**src/rtl/cci_mpf_shim_wro_arb_pkg.sv**
```systemverilog
`default_nettype none
// ============================================================================
// Module   : cci_mpf_shim_wro_arb_pkg
// Brief    : Shared types for the WRO filter test/insert port arbiter.
// Revision : 1.0 - initial release
// ============================================================================
package cci_mpf_shim_wro_arb_pkg;

    localparam int c_wro_hash_bits = 9;

    typedef logic [c_wro_hash_bits-1:0] t_wro_hash;

    typedef enum logic [0:0] {
        ARB    = 1'b0,
        LOOKUP = 1'b1
    } t_wro_arb_state;

    typedef logic t_wro_chan;

    localparam t_wro_chan c_chan_c0 = 1'b0;
    localparam t_wro_chan c_chan_c1 = 1'b1;

endpackage
`default_nettype wire

```
**src/rtl/cci_mpf_shim_wro_stall_ctr.sv**
```systemverilog
`default_nettype none
// ============================================================================
// Module   : cci_mpf_shim_wro_stall_ctr
// Brief    : Saturating per-channel conflict retry counter.
// Revision : 1.0 - initial release
// ============================================================================
module cci_mpf_shim_wro_stall_ctr #(
    parameter int MAX_STALL = 15,
    parameter int CTR_BITS  = $clog2(MAX_STALL + 1)
) (
    input  logic clk,
    input  logic reset_n,
    input  logic inc,
    input  logic clr,
    output logic at_max,
    output logic hit_max
);

    localparam logic [CTR_BITS-1:0] c_max    = CTR_BITS'(MAX_STALL);
    localparam logic [CTR_BITS-1:0] c_max_m1 = CTR_BITS'(MAX_STALL - 1);

    logic [CTR_BITS-1:0] r_count;

    always_ff @(posedge clk or negedge reset_n) begin
        if (!reset_n) begin
            r_count <= '0;
        end else if (clr) begin
            r_count <= '0;
        end else if (inc && (r_count != c_max)) begin
            r_count <= r_count + 1'b1;
        end
    end

    assign at_max  = (r_count == c_max);
    // Fires only on the increment that lands on the ceiling, not while pinned there
    assign hit_max = inc && !clr && (r_count == c_max_m1);

endmodule
`default_nettype wire

```
**src/rtl/cci_mpf_shim_wro_filter_arb.sv**
```systemverilog
`default_nettype none
// ============================================================================
// Module   : cci_mpf_shim_wro_filter_arb
// Brief    : Shares the WRO filter test/insert port between c0 and c1 requests.
// Revision : 1.0 - initial release
// ============================================================================
module cci_mpf_shim_wro_filter_arb
    import cci_mpf_shim_wro_arb_pkg::*;
#(
    parameter int ADDRESS_HASH_BITS = 9,
    parameter int MAX_STALL         = 15
) (
    input  logic                         clk,
    input  logic                         reset_n,

    input  logic                         c0_req_valid,
    input  logic [ADDRESS_HASH_BITS-1:0] c0_req_hash,
    output logic                         c0_grant,

    input  logic                         c1_req_valid,
    input  logic [ADDRESS_HASH_BITS-1:0] c1_req_hash,
    output logic                         c1_grant,

    input  logic                         fiu_almost_full,

    output logic                         filter_test_valid,
    output logic [ADDRESS_HASH_BITS-1:0] filter_test_hash,
    output logic                         filter_test_is_write,
    input  logic                         filter_test_conflict,

    output logic                         filter_insert_en,
    output logic [ADDRESS_HASH_BITS-1:0] filter_insert_hash,
    output logic                         filter_insert_is_write,

    output logic                         evt_conflict,
    output logic                         evt_starve
);

    t_wro_arb_state               r_state;
    t_wro_arb_state               w_state_next;
    t_wro_chan                    r_sel_chan;
    logic [ADDRESS_HASH_BITS-1:0] r_sel_hash;
    t_wro_chan                    r_rr;

    logic                         w_sel_ok;
    t_wro_chan                    w_sel_chan;
    logic [ADDRESS_HASH_BITS-1:0] w_test_hash;
    logic                         w_test;
    logic                         w_lat_valid;
    logic                         w_lookup_live;
    logic                         w_grant;
    logic                         w_conflict;

    logic [1:0]                   w_inc;
    logic [1:0]                   w_clr;
    logic [1:0]                   w_at_max;
    logic [1:0]                   w_hit_max;

    // A starved channel locks out the other one even while its own valid is low
    always_comb begin
        w_sel_ok   = 1'b0;
        w_sel_chan = c_chan_c0;
        if (w_at_max[1]) begin
            w_sel_ok   = c1_req_valid;
            w_sel_chan = c_chan_c1;
        end else if (w_at_max[0]) begin
            w_sel_ok   = c0_req_valid;
            w_sel_chan = c_chan_c0;
        end else if (c0_req_valid && c1_req_valid) begin
            w_sel_ok   = 1'b1;
            w_sel_chan = r_rr;
        end else if (c1_req_valid) begin
            w_sel_ok   = 1'b1;
            w_sel_chan = c_chan_c1;
        end else if (c0_req_valid) begin
            w_sel_ok   = 1'b1;
            w_sel_chan = c_chan_c0;
        end
    end

    assign w_test_hash   = (w_sel_chan == c_chan_c1) ? c1_req_hash : c0_req_hash;
    assign w_test        = reset_n && (r_state == ARB) && !fiu_almost_full && w_sel_ok;

    // A requester that dropped valid mid-lookup gets nothing; the FSM just returns to ARB
    assign w_lat_valid   = (r_sel_chan == c_chan_c1) ? c1_req_valid : c0_req_valid;
    assign w_lookup_live = reset_n && (r_state == LOOKUP) && w_lat_valid;
    assign w_grant       = w_lookup_live && !filter_test_conflict;
    assign w_conflict    = w_lookup_live && filter_test_conflict;

    always_ff @(posedge clk or negedge reset_n) begin
        if (!reset_n) begin
            r_state <= ARB;
        end else begin
            r_state <= w_state_next;
        end
    end

    always_comb begin
        w_state_next = r_state;
        case (r_state)
            ARB:     if (w_test) w_state_next = LOOKUP;
            LOOKUP:  w_state_next = ARB;
            default: w_state_next = ARB;
        endcase
    end

    always_ff @(posedge clk or negedge reset_n) begin
        if (!reset_n) begin
            r_sel_chan <= c_chan_c0;
            r_sel_hash <= '0;
            r_rr       <= c_chan_c0;
        end else begin
            if (w_test) begin
                r_sel_chan <= w_sel_chan;
                r_sel_hash <= w_test_hash;
            end
            if (w_grant) begin
                r_rr <= ~r_sel_chan;
            end
        end
    end

    for (genvar i = 0; i < 2; i++) begin : g_stall
        assign w_inc[i] = w_conflict && (r_sel_chan == 1'(i));
        assign w_clr[i] = w_grant && (r_sel_chan == 1'(i));

        cci_mpf_shim_wro_stall_ctr #(
            .MAX_STALL (MAX_STALL)
        ) u_stall_ctr (
            .clk     (clk),
            .reset_n (reset_n),
            .inc     (w_inc[i]),
            .clr     (w_clr[i]),
            .at_max  (w_at_max[i]),
            .hit_max (w_hit_max[i])
        );
    end

    assign c0_grant               = w_grant && (r_sel_chan == c_chan_c0);
    assign c1_grant               = w_grant && (r_sel_chan == c_chan_c1);

    assign filter_test_valid      = w_test;
    assign filter_test_hash       = w_test ? w_test_hash : '0;
    assign filter_test_is_write   = w_test && (w_sel_chan == c_chan_c1);

    assign filter_insert_en       = w_grant;
    assign filter_insert_hash     = w_grant ? r_sel_hash : '0;
    assign filter_insert_is_write = w_grant && (r_sel_chan == c_chan_c1);

    assign evt_conflict           = w_conflict;
    assign evt_starve             = |w_hit_max;

endmodule
`default_nettype wire
```
**config.mk**
```make
export PLATFORM = sky130hd
export DESIGN_NAME = cci_mpf_shim_wro_filter_arb
export DESIGN_NICKNAME = d
export VERILOG_FILES = /design/src/rtl/cci_mpf_shim_wro_arb_pkg.sv /design/src/rtl/cci_mpf_shim_wro_stall_ctr.sv /design/src/rtl/cci_mpf_shim_wro_filter_arb.sv
export SDC_FILE = /design/constraint.sdc
export NUM_CORES = 1
export LEC_CHECK = 0
export CORE_AREA = 5 5 58 60
export CTS_CLUSTER_SIZE = 24
export DETAILED_ROUTE_END_ITERATION = 7
export DIE_AREA = 0 0 63 65
export PLACE_DENSITY = 0.87
export SETUP_SLACK_MARGIN = 0.3
export SYNTH_ARGS = -nofsm -noshare
export SYNTH_HDL_FRONTEND = slang
export SYNTH_SLANG_ARGS = --single-unit
```
**constraint.sdc**
```tcl
create_clock -name clk -period 3.7 [get_ports clk]
set_input_delay 0.74 -clock clk [delete_from_list [all_inputs] [get_ports clk]]
set_output_delay 0.74 -clock clk [all_outputs]
set_load 0.02 [all_outputs]
```
Yosys cells after proc, flatten, opt, wreduce, memory -nomap -nowiden
Index checks and enable logic that the tools add are counted.
{"block": "word_totals", "ff_bits": 20, "in_bits": 24, "output_inout_bits": 26, "word_cells": 61}
{"block": "classes", "addsub": 2, "eq_ne": 6, "muxes": 19, "bitwise": 2, "reduce_logical": 26}
{"operator": "9-bit two-way mux", "count": 3}
{"operator": "1-bit logical AND", "count": 19}
{"operator": "4-bit equality test (second input constant)", "count": 4}
{"operator": "4-bit two-way mux", "count": 4}
{"operator": "1-bit two-way mux", "count": 11}
{"operator": "4-bit by 1-bit adder with 4-bit output (second input constant)", "count": 2}
{"operator": "4-bit != test (second input constant)", "count": 2}
{"operator": "1-bit logical NOT", "count": 4}
{"operator": "2-bit nonzero test", "count": 2}
{"operator": "1-bit NOT", "count": 2}
{"operator": "1-bit case mux with 2 select lines", "count": 1}
{"operator": "2-bit OR reduction", "count": 1}

Longest topological paths before layout
{"block": "logic_depth", "word_depth": 8, "mapped_depth": 7, "mapped_depth_nobuf": 6}

By module
A second synthesis with hierarchy kept.
{"block": "unflattened", "hier_cells": 135, "hier_area_um2": 1263.7}
{"mod": "cci_mpf_shim_wro_filter_arb", "instances": 1, "cells_per_inst": 87, "area_each_um2": 798.3, "seq_area_each_um2": 300.3}
{"mod": "cci_mpf_shim_wro_stall_ctr", "instances": 2, "cells_per_inst": 24, "area_each_um2": 232.7, "seq_area_each_um2": 100.1}

Least setup slack after synthesis
OpenSTA, ideal clock, no wires.
{"block": "synth_path", "kind": "in2out", "startpoint": "input filter_test_conflict", "endpoint": "output filter_insert_hash[0]", "arrival_time_ns": 1.762, "t_required_ns": 2.960, "slack_ns": 1.198, "path_stages": 4, "path_buffers": 1, "cell_sequence": "and3b_1 > nor2b_1 > clkbuf_1 > and2_1"}
{"block": "synth_via", "elab_chain_len": 3}
{"item": "start: declaration", "line_no": "cci_mpf_shim_wro_filter_arb.sv:29", "source": "input logic filter_test_conflict,"}
{"item": "1-bit logical NOT", "line_no": "cci_mpf_shim_wro_filter_arb.sv:87", "source": "assign w_grant = w_lookup_live && !filter_test_conflict;"}
{"item": "1-bit logical AND", "line_no": "cci_mpf_shim_wro_filter_arb.sv:87"}
{"item": "net filter_insert_en", "line_no": "cci_mpf_shim_wro_filter_arb.sv:31", "source": "output logic filter_insert_en,"}
{"item": "9-bit two-way mux", "line_no": "cci_mpf_shim_wro_filter_arb.sv:147", "source": "assign filter_insert_hash = w_grant ? r_sel_hash : '0;"}
{"item": "end: declaration", "line_no": "cci_mpf_shim_wro_filter_arb.sv:32", "source": "output logic [ADDRESS_HASH_BITS-1:0] filter_insert_hash,"}
The timed path passes the listed nets, and every way through them passes these cells.

Final worst setup path
{"block": "layout_path", "startpoint": "input c0_req_valid", "endpoint": "output filter_test_hash[1]"}
{"block": "layout_via", "elab_chain_len": 7, "elab_cells_between_ends": 12, "classes_between": "mux: 10; reduce/logical: 2"}
{"item": "start: declaration", "line_no": "cci_mpf_shim_wro_filter_arb.sv:16", "source": "input logic c0_req_valid,"}
{"item": "1-bit two-way mux", "line_no": "cci_mpf_shim_wro_filter_arb.sv:75", "source": "end else if (c0_req_valid) begin"}
{"item": "1-bit two-way mux", "line_no": "cci_mpf_shim_wro_filter_arb.sv:72", "source": "end else if (c1_req_valid) begin"}
{"item": "1-bit two-way mux", "line_no": "cci_mpf_shim_wro_filter_arb.sv:69", "source": "end else if (c0_req_valid && c1_req_valid) begin"}
{"item": "1-bit two-way mux", "line_no": "cci_mpf_shim_wro_filter_arb.sv:66", "source": "end else if (w_at_max[0]) begin"}
{"item": "1-bit two-way mux", "line_no": "cci_mpf_shim_wro_filter_arb.sv:63", "source": "if (w_at_max[1]) begin"}
{"item": "1-bit logical AND", "line_no": "cci_mpf_shim_wro_filter_arb.sv:82", "source": "assign w_test = reset_n && (r_state == ARB) && !fiu_almost_full && w_sel_ok;"}
{"item": "9-bit two-way mux *", "line_no": "cci_mpf_shim_wro_filter_arb.sv:143", "source": "assign filter_test_hash = w_test ? w_test_hash : '0;"}
{"item": "end: declaration", "line_no": "cci_mpf_shim_wro_filter_arb.sv:27", "source": "output logic [ADDRESS_HASH_BITS-1:0] filter_test_hash,"}
Mark *: on every way between the ends. The rest lies on a longest branch, timed or not.

==> impl_metrics.py <==
metrics = {
    "outcome": {
        "status": "complete, no violations",
    },
    "drt": {
        "ant_nets": 0,
        "vias": 1235,
        "wirelength_um": 3680,
        "drtPass1Iterations": 4,
        "post-route-drc-count": 0,
        "drtIter0Drc": 13,
        "wl_per_cell_um": 16.7,
        "post_drt_via_cell_ratio": 5.61,
    },
    "critical_path": {
        "r2r_start": "g_stall[1].u_stall_ctr.r_count[0]",
        "critical_path_required_ns": 2.96,
        "crit_start": "c0_req_valid",
        "slowest_stage": "clkdlybuf4s50_1",
        "critical_path_class": "primary input to primary output",
        "r2r_end": "g_stall[1].u_stall_ctr.r_count[3]",
        "rr_worst_depth": 5,
        "cp.arrival_ns": 2.58,
        "critPathMaxFanout": 11,
        "slowest_delay_ns": 0.54,
        "worstSetupStartpointType": "primary input",
        "r2r_slack_ns": 1.59,
        "worstSetupEndpointType": "primary output",
        "crit_chain": "clkdlybuf4s50_1 -> nand2b_1 -> a31oi_1 -> buf_6 -> buf_4 -> mux2i_2 -> nor2_1 -> dlygate4sd2_1",
        "crit_end": "filter_test_hash[1]",
    },
    "timing": {
        "whs_ns": 0.536,
        "finalHoldViolations": 0,
        "fin_worst_skew_ns": 0.00347,
        "slew_violations": 0,
        "finalSetupTns_ns": 0,
        "setup_viol": 0,
        "fmax_mhz": 301,
        "fin_crit_sh": 0.898,
        "worstMarginPinSlew_ns": 0.374,
        "slew_headroom": 0.746,
        "min_period_ns": 3.32,
        "grt_setup_unrepaired": "false",
    },
    "cts": {
        "clockBufferDepth": 2,
        "cts_tree": "built",
        "cts_buffers": 3,
        "htree_num_levels": 1,
        "clk_pin_slew_ns": 0.12,
        "cts_sinks": 20,
        "clk_latency_ns": 0.31,
        "root_buffer": "clkbuf_4",
    },
    "logic_synthesis": {
        "synthArstFlopShare": 1.00,
        "postSynthCellCount": 135,
        "synth-seq-cells": 20,
        "synth_common_cells": "dfrtp_1 (20), nor2_1 (17), nor3_1 (13), a21oi_1 (10), mux2i_1 (10)",
        "syn_area_per_cell_um2": 8.97,
        "synthDistinctLibCells": 35,
        "ys_seq_area_frac": 0.413,
        "synth_warnings": 0,
        "synth_top_cell_by_area": "dfrtp_1",
        "synth_area_leaders": "dfrtp_1 (41%), mux2i_1 (8.3%), nor3_1 (5.4%)",
        "ys.flop_type": "dfrtp_1",
        "netlist_area_mm2": 0.00121,
        "synth_edf_count": 0,
        "synth_top_area_frac": 0.413,
        "synth.most_common_cell": "dfrtp_1",
        "synth_nets": 163,
    },
    "worst_hold_path": {
        "hold_class": "flip-flop to flip-flop",
        "min_delay_path_depth": 1,
    },
    "floorplanning": {
        "die_height_um": 65,
        "fp.dieArea_mm2": 0.00410,
        "core_mm2": 0.00288,
        "die_w_um": 63,
        "initial_core_util": 0.421,
        "row_count": 20,
        "io_pins": 50,
    },
    "global_routing": {
        "gr-total-overflow": 0,
        "grt_use_total": 0.178,
        "antenna_found_initial": 0,
        "grt_max_degree": 13,
        "grt_pass1_wl_um": 5940,
        "grt_pass1_vias": 1282,
    },
    "flow_run": {
        "cap_viol_max_count": 0,
    },
    "power": {
        "power_density_mw_per_mm2": 376,
        "vdd_drop_max_uv": 317,
        "p_leak_nw": 1.07,
    },
    "cells_and_area": {
        "syn_to_final_growth_pct": 52.7,
        "antenna_cells": 0,
        "drive_gt1_frac": 0.107,
        "fillers": 220,
        "fin_nets": 216,
    },
    "place": {
        "place_congestion": 0.813,
        "io_buffers": 49,
        "hpwl_um": 2910,
    },
}
## power breakdown
group          internal (mW)  switching (mW)  total (mW)
logic                  0.106           0.101       0.207
registers              0.265          0.0428       0.307
clock network          0.110          0.0719       0.181
total                  0.481           0.215       0.696
## metrics by stage
step	total power [mW]	instance area [um^2]	setup WS [ns]	instances	util
global placement	0.499	1760	0.229	215	0.610
floorplan	0.427	1210	1.20	135	-
CTS	0.694	1810	0.255	220	0.630
detailed placement	0.515	1760	0.164	215	0.610
global route	0.735	1850	0.301	220	0.643
finish	0.696	1850	0.376	220	0.643
## worst max-delay path: cells and delay by family
family          cells  cell delay [ns]
buf+inv             4             1.22
compound gates      1             0.22
simple gates        2             0.14
mux                 1             0.25
## sequential cells by signal (all words and copies together) (netlist names)
register and count:
g_stall.u_stall_ctr.r_count 8, r_rr 1, r_sel_chan 1, r_sel_hash 9, r_state 1
## routing by layer
metal  global-route usage  vias up  routed length [um]
met2                0.333       30                2080
met3               0.0156       13                  89
met4               0.0902        0                 128
met1                0.199      615                1390
li1                     -      577                   -
met5                    0        -                   0
## logic make-up after synthesis
logic type      after synthesis  share of synthesized area
fa+ha+maj                     4                     0.0413
buf+inv                      18                     0.0640
simple gates                 58                      0.251
xor+xnor                      2                     0.0145
flops                        20                      0.413
mux                          12                      0.103
compound gates               21                      0.113
## what timing repair did
| item | in CTS | in global routing |
|---|---|---|
| hold buffers | 0 | 0 |
| setup buffers | 1 | 0 |
| endpoints found under the setup margin | 20 | 13 |
| resized for setup | 12 | 14 |
## area by class of cell
cell class / count / area (um^2) / share of cell area
clock buffers: 3 / 22.5 / 0.0122
flip-flops and latches: 20 / 500 / 0.271
well taps: 33 / 41.3 / 0.0223
multi-input cells: 97 / 646 / 0.349
inverters: 8 / 30.0 / 0.0162
clock inverters: 1 / 30.0 / 0.0162
repair buffers: 58 / 579 / 0.313
## worst min path at each step
stage / start / endpoint / slack [ns]
3_3_place_gp: r_rr / r_rr / 0.49
3_5_place_dp: r_rr / r_rr / 0.51
6_report: r_rr / r_rr / 0.54
2_1_floorplan: reset_n / g_stall[0].u_stall_ctr.r_count[0] / 0.44
5_1_grt: r_rr / r_rr / 0.54
4_1_cts: r_rr / r_rr / 0.54
## cells in the final DEF (no fill, tap or decap), types with 4 or more instances in the layout
cell type,Yosys,layout
a21oi_1,10,10
and2_1,9,9
buf_4,2,8
clkdlybuf4s50_1,0,27
dfrtp_1,20,20
dlygate4sd2_1,0,10
dlymetal6s2s_1,0,12
ha_1,4,4
inv_1,8,8
mux2i_1,10,8
nand3_1,7,7
nor2_1,17,17
nor3_1,13,13
Note: power is estimated with default switching activity, not from simulation.
